$ cat src/rtl/ysyx_22040237_cpu_ctrl.sv
// Multi-cycle sequencer for the ysyx_22040237 RV64 core: walks each instruction through fetch,
// execute, optional load/store and writeback, raises the commit strobes and keeps mcycle/minstret.
module ysyx_22040237_cpu_ctrl #(
    parameter int unsigned CNT_W   = 64,
    parameter int unsigned TIMEOUT = 255,
    parameter int unsigned TO_W    = 8
) (
    input  logic             clk,
    input  logic             rst,
    output logic             if_req_valid,
    input  logic             if_req_ready,
    input  logic             if_rsp_valid,
    input  logic             if_rsp_err,
    output logic             inst_latch_en,
    input  logic             is_load,
    input  logic             is_store,
    input  logic             rd_w_en,
    input  logic             inst_ebreak,
    input  logic             invalid_inst,
    output logic             lsu_req_valid,
    input  logic             lsu_req_ready,
    input  logic             lsu_rsp_valid,
    input  logic             lsu_rsp_err,
    output logic             pc_we,
    output logic             rf_we,
    output logic             halted,
    output logic [1:0]       halt_code,
    output logic [CNT_W-1:0] cycle_cnt,
    output logic [CNT_W-1:0] instret_cnt
);

    typedef enum logic [2:0] {
        S_BOOT     = 3'd0,
        S_IF_REQ   = 3'd1,
        S_IF_WAIT  = 3'd2,
        S_EXEC     = 3'd3,
        S_MEM_REQ  = 3'd4,
        S_MEM_WAIT = 3'd5,
        S_WB       = 3'd6,
        S_HALT     = 3'd7
    } state_e;

    localparam logic [1:0] HC_EBREAK  = 2'b00;
    localparam logic [1:0] HC_ILLEGAL = 2'b01;
    localparam logic [1:0] HC_IFU     = 2'b10;
    localparam logic [1:0] HC_LSU     = 2'b11;

    // TO_LAST is meaningless when TIMEOUT is 0; TO_EN masks it off in that case.
    localparam bit               TO_EN   = (TIMEOUT != 32'd0);
    localparam logic [TO_W-1:0]  TO_LAST = TO_W'(TIMEOUT - 32'd1);
    localparam logic [TO_W-1:0]  TO_ONE  = TO_W'(32'd1);
    localparam logic [CNT_W-1:0] CNT_ONE = CNT_W'(32'd1);

    function automatic logic is_wait_state(input state_e s);
        return (s == S_IF_REQ) || (s == S_IF_WAIT) || (s == S_MEM_REQ) || (s == S_MEM_WAIT);
    endfunction

    state_e           state_q;
    state_e           state_d;
    logic             halted_q;
    logic             halted_d;
    logic [1:0]       code_q;
    logic [1:0]       code_d;
    logic [TO_W-1:0]  to_q;
    logic [TO_W-1:0]  to_d;
    logic [CNT_W-1:0] cycle_q;
    logic [CNT_W-1:0] cycle_d;
    logic [CNT_W-1:0] instret_q;
    logic [CNT_W-1:0] instret_d;
    logic             waiting_s;
    logic             to_hit_s;

    // Next state, halt cause, timeout and counter updates
    always_comb begin
        state_d   = state_q;
        halted_d  = halted_q;
        code_d    = code_q;
        waiting_s = is_wait_state(state_q);
        to_hit_s  = TO_EN && waiting_s && (to_q == TO_LAST);

        case (state_q)
            S_BOOT: begin
                state_d = S_IF_REQ;
            end
            S_IF_REQ: begin
                if (if_req_ready) begin
                    state_d = S_IF_WAIT;
                end else if (to_hit_s) begin
                    state_d  = S_HALT;
                    halted_d = 1'b1;
                    code_d   = HC_IFU;
                end else begin
                    state_d = S_IF_REQ;
                end
            end
            S_IF_WAIT: begin
                // A completed handshake wins over a timeout expiring in the same cycle.
                if (if_rsp_valid && !if_rsp_err) begin
                    state_d = S_EXEC;
                end else if (if_rsp_valid || to_hit_s) begin
                    state_d  = S_HALT;
                    halted_d = 1'b1;
                    code_d   = HC_IFU;
                end else begin
                    state_d = S_IF_WAIT;
                end
            end
            S_EXEC: begin
                if (invalid_inst) begin
                    state_d  = S_HALT;
                    halted_d = 1'b1;
                    code_d   = HC_ILLEGAL;
                end else if (inst_ebreak) begin
                    state_d  = S_HALT;
                    halted_d = 1'b1;
                    code_d   = HC_EBREAK;
                end else if (is_load || is_store) begin
                    state_d = S_MEM_REQ;
                end else begin
                    state_d = S_WB;
                end
            end
            S_MEM_REQ: begin
                if (lsu_req_ready) begin
                    state_d = S_MEM_WAIT;
                end else if (to_hit_s) begin
                    state_d  = S_HALT;
                    halted_d = 1'b1;
                    code_d   = HC_LSU;
                end else begin
                    state_d = S_MEM_REQ;
                end
            end
            S_MEM_WAIT: begin
                if (lsu_rsp_valid && !lsu_rsp_err) begin
                    state_d = S_WB;
                end else if (lsu_rsp_valid || to_hit_s) begin
                    state_d  = S_HALT;
                    halted_d = 1'b1;
                    code_d   = HC_LSU;
                end else begin
                    state_d = S_MEM_WAIT;
                end
            end
            S_WB: begin
                state_d = S_IF_REQ;
            end
            S_HALT: begin
                state_d = S_HALT;
            end
            default: begin
                state_d = S_BOOT;
            end
        endcase

        if ((state_d != state_q) || !waiting_s) begin
            to_d = {TO_W{1'b0}};
        end else begin
            to_d = to_q + TO_ONE;
        end

        if (state_q != S_HALT) begin
            cycle_d = cycle_q + CNT_ONE;
        end else begin
            cycle_d = cycle_q;
        end

        if (state_q == S_WB) begin
            instret_d = instret_q + CNT_ONE;
        end else begin
            instret_d = instret_q;
        end
    end

    // Sequencer state, sticky halt status and counters
    always_ff @(posedge clk) begin
        if (rst) begin
            state_q   <= S_BOOT;
            halted_q  <= 1'b0;
            code_q    <= 2'b00;
            to_q      <= {TO_W{1'b0}};
            cycle_q   <= {CNT_W{1'b0}};
            instret_q <= {CNT_W{1'b0}};
        end else begin
            state_q   <= state_d;
            halted_q  <= halted_d;
            code_q    <= code_d;
            to_q      <= to_d;
            cycle_q   <= cycle_d;
            instret_q <= instret_d;
        end
    end

    // Request strobes are pure state decodes, so only one interface can ever be requesting.
    assign if_req_valid  = (state_q == S_IF_REQ);
    assign lsu_req_valid = (state_q == S_MEM_REQ);
    assign inst_latch_en = (state_q == S_IF_WAIT) && if_rsp_valid && !if_rsp_err;
    assign pc_we         = (state_q == S_WB);
    assign rf_we         = (state_q == S_WB) && rd_w_en;
    assign halted        = halted_q;
    assign halt_code     = code_q;
    assign cycle_cnt     = cycle_q;
    assign instret_cnt   = instret_q;

endmodule

$ cat config.mk
export PLATFORM = sky130hd
export DESIGN_NAME = ysyx_22040237_cpu_ctrl
export DESIGN_NICKNAME = d
export VERILOG_FILES = /design/src/rtl/ysyx_22040237_cpu_ctrl.sv
export SDC_FILE = /design/constraint.sdc
export NUM_CORES = 1
export LEC_CHECK = 0
export CORE_MARGIN = 2
export CORE_UTILIZATION = 41
export CTS_CLUSTER_DIAMETER = 120
export DETAILED_ROUTE_END_ITERATION = 8
export PLACE_DENSITY = 0.78
export SYNTH_ARGS = -nofsm -noshare
export SYNTH_HDL_FRONTEND = slang
export SYNTH_SLANG_ARGS = --single-unit
$ cat constraint.sdc
create_clock -name clk -period 3.3 [get_ports clk]
set_input_delay 0.33 -clock clk [delete_from_list [all_inputs] [get_ports clk]]
set_output_delay 0.33 -clock clk [all_outputs]
set_load 0.02 [all_outputs]
* Word-level counts from Yosys, hierarchy flattened *
Index checks and enable logic that the tools add are counted.

word-level totals
  flip-flop bits (word level) = 142
  word-level logic and storage cells = 83

cells by class
  $add $sub $neg = 3
  equal/unequal tests = 19
  multiplexer cells = 33
  reductions and logical operators = 22

operators by type and width
  kind                   number
  $add 64x1->64 const B  2
  $mux 2                 17
  $pmux 3 s7             1
  $eq 3x3->1 const B     4
  $mux 3                 4
  $pmux 2 s5             1
  $reduce_and 10->1      1
  $mux 1                 9
  $add 8x1->8 const B    1
  $eq 8x8->1 const B     1
  $ne 2x1->1 const B     4
  $ne 2x2->1 const B     4
  $reduce_and 8->1       1
  $logic_or 1x1->1       7
  $eq 3x2->1 const B     2
  $logic_and 1x1->1      6
  $ne 3x3->1 const B     2
  $pmux 1 s5             1
  $reduce_bool 5->1      1
  $reduce_or 2->1        2
  $eq 3x1->1 const B     1
  $logic_not 1->1        3
  $logic_not 3->1        1
  $ne 3x3->1             1

* Depth between registers and ports, before layout *
Gate-level depths: netlist (run 1).

  depth after elaboration = 12
  mapped depth = 9
  depth with buffers taken out = 7

* Least setup slack after synthesis (run 1) *
OpenSTA, ideal clock, no wires.

  path kind = register to register
  start point = register instret_q[2], in the netlist instret_cnt[2]
  end point = register instret_q[61], in the netlist instret_cnt[61]
  setup time = 121 ps
  arrival = 2,314 ps
  data required time = 3,179 ps
  path slack = 866 ps
  cell stages (with the launch flop) = 8
  period minus slack after synthesis = 2,434 ps
  cell sequence = dfxtp_1 > nand4b_4 > or3_1 > buf_2 > or3_1 > buf_2 > nor4_1 > mux2_2

on the way
  longest elaborated chain between the ends = 1

RTL lines
  what                      line  RTL
  start: declaration        68    logic [CNT_W-1:0] instret_q;
  start signal: assignment  183   instret_q <= {CNT_W{1'b0}};
  start signal: assignment  190   instret_q <= instret_d;
  $add 64x1->64             169   instret_d = instret_q + CNT_ONE;

No other way between the ends.
A chain may end at the register's enable or synchronous reset.

* Final worst setup path (run 1) *
  start point = register instret_q[9], in the netlist instret_cnt[9]
  end point = register instret_q[61], in the netlist instret_cnt[61]

Same word-level chain as after synthesis.

==> qor.yml, run 1 <==
yosysUniqueCellTypes: 50
synthToLayoutAreaGrowth_pct: 33.70
cp_slowest_stage_delay_ns: 0.63
start_util_pct: 42.10
drt_iter0_drc: 644
io_buffers: 148
combPwrFrac_pct: 7.2
path_depth: 5
finalWirelength_um: 19020
netlist_area_mm2: 0.007007
min_period_ns: 2.762
grt_usage_pct: 20.74
worstMarginPinSlew_ns: 0.8176
end_kind: "flop"
synth.top_cell.area_share_pct: 40.57
clk_pin_slew_ns: 0.06
relSlewSlack_pct: 44.99
nNetsFinal: 1028
dieHeight_um: 134.7
htreeDepth: 4
setup_viol: 0
cts_buffers: 17
placementRows: 47
syn-instance-count: 861
placedInstanceArea_mm2: 0.008766
postCtsSetupRepairBufs: 0
synth.net_count: 878
worstSetupPathType: "flop to flop"
synth-seq-area-share_pct: 40.57
clockBufferDepth: 2
yosysWarningCount: 0
io_pins: 149
power-per-cell-area_mw_per_mm2: 424.3
avgSynthCellArea_um2: 8.138
worstHoldStart: "rst"
path_buf_inv: 0
drv_slew: 0
cts-root-buf: "clkbuf_16"
status: "finished clean"
clock-skew-final_ns: 0.009873
grt_max_degree: 69
dieArea_mm2: 0.01815
dr.pass1.iters: 6
drive_gt1_share_pct: 6.152
hp-class: "input pin to flop"
p_int_mw: 3.066
rsz0062_at_grt: "false"
crit_arrival_ns: 3.06
vias: 7086
final_area_mm2: 0.009368
fp.dieW_um: 134.7
p_sw_share_pct: 22.86
p_leak_nw: 2.998
share_seq_of_total_power_pct: 44.0
core_area_mm2: 0.01664
diodes: 0
synth_area_leaders: "dfxtp_1 41%, nand4_1 5.8%, xor2_1 5.6%"
p_switching_mw: 0.9086
cts-resized-gates: 0
yosysMostFrequentCell: "dfxtp_1"
cts.sinks: 142
cts_hold_buf: 0
max-vdd-ir-drop_uv: 368.2
synthTopCellsByCount: "142 x dfxtp_1, 96 x nor2_1, 65 x nand4_1"
setup_tns_ns: 0
post-place-cells: 1212
cts_tree: "built"
synth_edf_count: 0
antenna_found_initial: 0
cp_data_required_time_ns: 3.60
route.detailed.drc: 0
reg2regPathDepth: 5
crit_path_end: "instret_cnt[61]$_SDFFE_PP0P_"
yosys_register_bits: 142
grt_pass1_vias: 6227
total_power_mw: 3.975
r2r_end: "instret_cnt[61]$_SDFFE_PP0P_"
cap_violations: 0
wl_per_cell_um: 15.29
final_hold_viol_count: 0
dp_hpwl_um: 13290
fmax_mhz: 362.0
synth_area_leader_cell: "dfxtp_1"
r2r-start: "instret_cnt[9]$_SDFFE_PP0P_"
yosys_most_used_dff: "dfxtp_1"
cp-start-kind: "flop"
period_share_pct: 83.71
dp_slack_ns: 0.5419
timing.reg2reg.setup_slack_ns: 0.54
drt-vias-per-instance: 5.696
startpoint: "instret_cnt[9]$_SDFFE_PP0P_"
grt_first_pass_wirelength_um: 30940
finalNonFillerCells: 1244
clkLatencyLatePin_ns: 0.42
path_max_fanout: 18
ant_nets: 0
cp_cell_sequence: "nand4_1 -> or4_1 -> or3_1 -> nor4_1 -> mux2_2"
layout_setup_ws_ns: 0.5376
cp_slowest_cell: "or4_1"
power_frac_clock_pct: 48.9
cp_top_family: "simple AND/OR/NAND/NOR gates"
overflow: 0
async_reset_ff_share_pct: 0
place.gp.congestion: 0.8785
==> power groups by stage <==
stage	clock network (mW)	logic [mW]	registers [mW]
2_1_floorplan	0	0.169	1.80
3_3_place_gp	0	0.279	1.78
3_5_place_dp	0	0.280	1.78
4_1_cts	1.98	0.282	1.75
5_1_grt	2.06	0.308	1.75
6_report	1.94	0.284	1.75
==> worst min-delay path by stage <==
stage	end	slack, ns	depth (start not counted)
5_1_grt	cycle_cnt[6]$_SDFFE_PP0N_	0.47	2
3_3_place_gp	halt_code[1]$_SDFFE_PP0P_	0.46	1
3_5_place_dp	halt_code[1]$_SDFFE_PP0P_	0.46	1
4_1_cts	cycle_cnt[4]$_SDFFE_PP0N_	0.45	2
6_report	cycle_cnt[16]$_SDFFE_PP0N_	0.43	2
2_1_floorplan	to_q[0]$_SDFF_PP0_	0.47	1
==> metal layers <==
layer	GRT usage, %	vias up	routed length, um
li1	-	3474	-
met1	28.25	3353	8965
met2	32.54	230	8677
met3	4.767	29	1065
met4	6.784	0	314
met5	0	-	0
==> metrics by stage <==
stage | utilization (%) | hold WS [ns]
after floorplan | - | 0.4738
after global placement | 52.67 | 0.4629
after detailed placement | 52.67 | 0.4598
after CTS | 56.29 | 0.4487
after global routing | 56.29 | 0.4653
final | 56.29 | 0.4260
==> flip-flops by register name, indices dropped and copies added, names as in the netlist <==
register / flops
halt_code: 2
cycle_cnt: 64
instret_cnt: 64
to_q: 8
halted: 1
state_q: 3
==> layout make-up <==
class / count / area [um^2]
clock inverter: 10 / 137.6
tap: 220 / 275.3
sequential: 142 / 2843
inverter: 21 / 78.83
timing repair buffer: 167 / 1622
fill: 1499 / 7274
multi-input combinational: 662 / 3948
clock buffer: 22 / 464.2
==> worst register-to-register path, stage by stage, from the launching register on <==
cell and delay, ns:
dfxtp_1 0.44, nand4_1 0.22, or4_1 0.64, or3_1 0.59, nor4_1 0.40, mux2_2 0.37
==> layout by cell type (no fill, tap or decap), drive strengths merged, types with 22 or more instances in the layout <==
master / instances
nand3: 57
nor4: 26
clkdlybuf4s50: 147
nor2: 96
xnor2: 27
a21oi: 60
or3: 36
nand4: 65
xor2: 45
nand2: 58
clkbuf: 22
o21ai: 38
nor3: 22
dfxtp: 142
==> logic make-up (layout without fill, tap and decap cells) <==
logic type | Yosys count | in the layout | share of synthesized area (%)
simple gates | 436 | 436 | 33.48
fa+ha+maj | 4 | 4 | 0.7143
compound gates | 147 | 147 | 12.50
flops | 142 | 142 | 40.57
xor+xnor | 72 | 72 | 9.000
buf+inv | 57 | 220 | 3.250
mux | 3 | 3 | 0.4821
Power figures use the tool's default switching activity.
==> inputs of run 2 (changes only) <==
--- a/config.mk
+++ b/config.mk
@@ -9,7 +9,7 @@
 export CORE_UTILIZATION = 41
 export CTS_CLUSTER_DIAMETER = 120
 export DETAILED_ROUTE_END_ITERATION = 8
-export PLACE_DENSITY = 0.78
+export PLACE_DENSITY = 0.8
 export SYNTH_ARGS = -nofsm -noshare
 export SYNTH_HDL_FRONTEND = slang
 export SYNTH_SLANG_ARGS = --single-unit
==> constraint.sdc (replaced) <==
create_clock -name clk -period 2.4 [get_ports clk]
set_input_delay 0.24 -clock clk [delete_from_list [all_inputs] [get_ports clk]]
set_output_delay 0.24 -clock clk [all_outputs]
set_load 0.02 [all_outputs]
==> qor.yml, run 2 (same netlist as run 1, synthesis figures left out) <==
status: "finished clean"
final_common_cell: "clkdlybuf4s50_1"
core_area_mm2: 0.01664
route.detailed.drc: 0
cts_buffers: 17
fp.dieW_um: 134.7
grt_first_pass_wirelength_um: 31680
fmax_mhz: 435.5
end_kind: "primary output"
p_leak_nw: 3.315
vias: 7333
dr.pass1.iters: 5
wl_per_cell_um: 15.29
dieArea_mm2: 0.01815
final_util_pct: 59.49
finalNonFillerCells: 1300
hp-class: "input pin to flop"
timing.reg2reg.setup_slack_ns: 0.11
synthToLayoutAreaGrowth_pct: 41.30
cp_slowest_cell: "clkdlybuf4s50_1"
cp_data_required_time_ns: 2.16
diodes: 0
place.gp.congestion: 0.9506
worstSetupPathType: "flop to primary output"
dieHeight_um: 134.7
ant_nets: 0
clock-skew-final_ns: 0.006578
cts_tree: "built"
crit_arrival_ns: 2.06
drt-vias-per-instance: 5.641
cp_cell_sequence: "buf_6 -> nand2_1 -> nor2_4 -> buf_4 -> clkdlybuf4s50_1"
setup_viol: 0
nNetsFinal: 1084
power-per-cell-area_mw_per_mm2: 553.9
antenna_found_initial: 0
finalWirelength_um: 19880
start_util_pct: 42.10
io_pins: 149
cp_top_family: "buffers and inverters"
final_cell_mix: "147 x clkdlybuf4s50_1, 137 x dfxtp_1, 94 x nor2_1, 71 x buf_4, 65 x nand4_1"
cts-root-buf: "clkbuf_16"
overflow: 0
cp-start-kind: "flop"
drv_slew: 0
cts.sinks: 142
cap_violations: 0
min_period_ns: 2.296
period_share_pct: 95.67
drt_iter0_drc: 525
grt_max_degree: 60
path_max_fanout: 16
max-vdd-ir-drop_uv: 469.8
clkLatencyLatePin_ns: 0.42
placementRows: 47
dp_hpwl_um: 14100
grt_usage_pct: 21.41
cp_slowest_stage_delay_ns: 0.60
post-place-cells: 1264
worstMarginPinSlew_ns: 0.6199
drive_gt1_share_pct: 12.59
final_hold_viol_count: 0
io_buffers: 148
cts_hold_buf: 0
clk_pin_slew_ns: 0.06
htreeDepth: 4
clockBufferDepth: 2
relSlewSlack_pct: 58.67
path_buf_inv: 3
grt_pass1_vias: 6436
run 2: repair_timing:
action,in CTS,in global routing
endpoints found under the setup margin,3,33
resized for setup,2,20
buffers inserted,0,4
pin swaps,0,6
run 2: stage by stage:
step	hold slack, ns	setup TNS, ns	cell area, um^2	total power [mW]	setup WS (ns)
after floorplan	0.4487	0	7012	2.702	0.005415
after global placement	0.4640	0	9174	2.857	0.1189
after detailed placement	0.4546	0	9174	2.859	0.03287
after CTS	0.2459	0	9778	5.497	0.001873
after global routing	0.2813	-0.01169	9901	5.659	-0.01169
final	0.2628	0	9901	5.484	0.1039
run 2: report_power, final:
part	leakage, nW	internal (mW)	switching [mW]
Clock	0.293	1.64	1.01
Sequential	1.15	2.38	0.0223
Combinational	1.87	0.179	0.254
run 2: area by class of cell:
type                            count  area [um^2]
Multi-Input combinational cell    662         4029
Inverter                           21        78.83
Clock buffer                       23        488.0
Tap cell                          220        275.3
Sequential cell                   142         2851
Timing Repair Buffer              223         2069
Clock inverter                      9        108.9
Fill cell                        1401         6741
run 2: final timing paths:
kind                                                    from                           end  depth (start not counted)
worst min register to register           halted$_SDFFE_PP0P_           halted$_SDFFE_PP0P_                          1
worst max register to register  instret_cnt[11]$_SDFFE_PP0P_  instret_cnt[62]$_SDFFE_PP0P_                          6
worst max-delay path                   state_q[2]$_SDFF_PP0_                         pc_we                          5
worst min-delay path                                     rst     cycle_cnt[0]$_SDFFE_PP0N_                          2
run 2: worst register-to-register path: stages (launching register included):
cell     delay [ns]
dfxtp_1        0.33
nand4_1        0.14
or4_4          0.54
buf_4          0.19
or4_1          0.53
or3_1          0.35
a21oi_1        0.14
run 2: metal layers:
metal | up-vias | share of wire, % | global-route usage (%)
met5 | - | 0 | 0
met4 | 0 | 1.7 | 7.836
met3 | 30 | 7.4 | 4.767
met2 | 252 | 47 | 33.98
met1 | 3461 | 44 | 28.60
li1 | 3590 | - | -
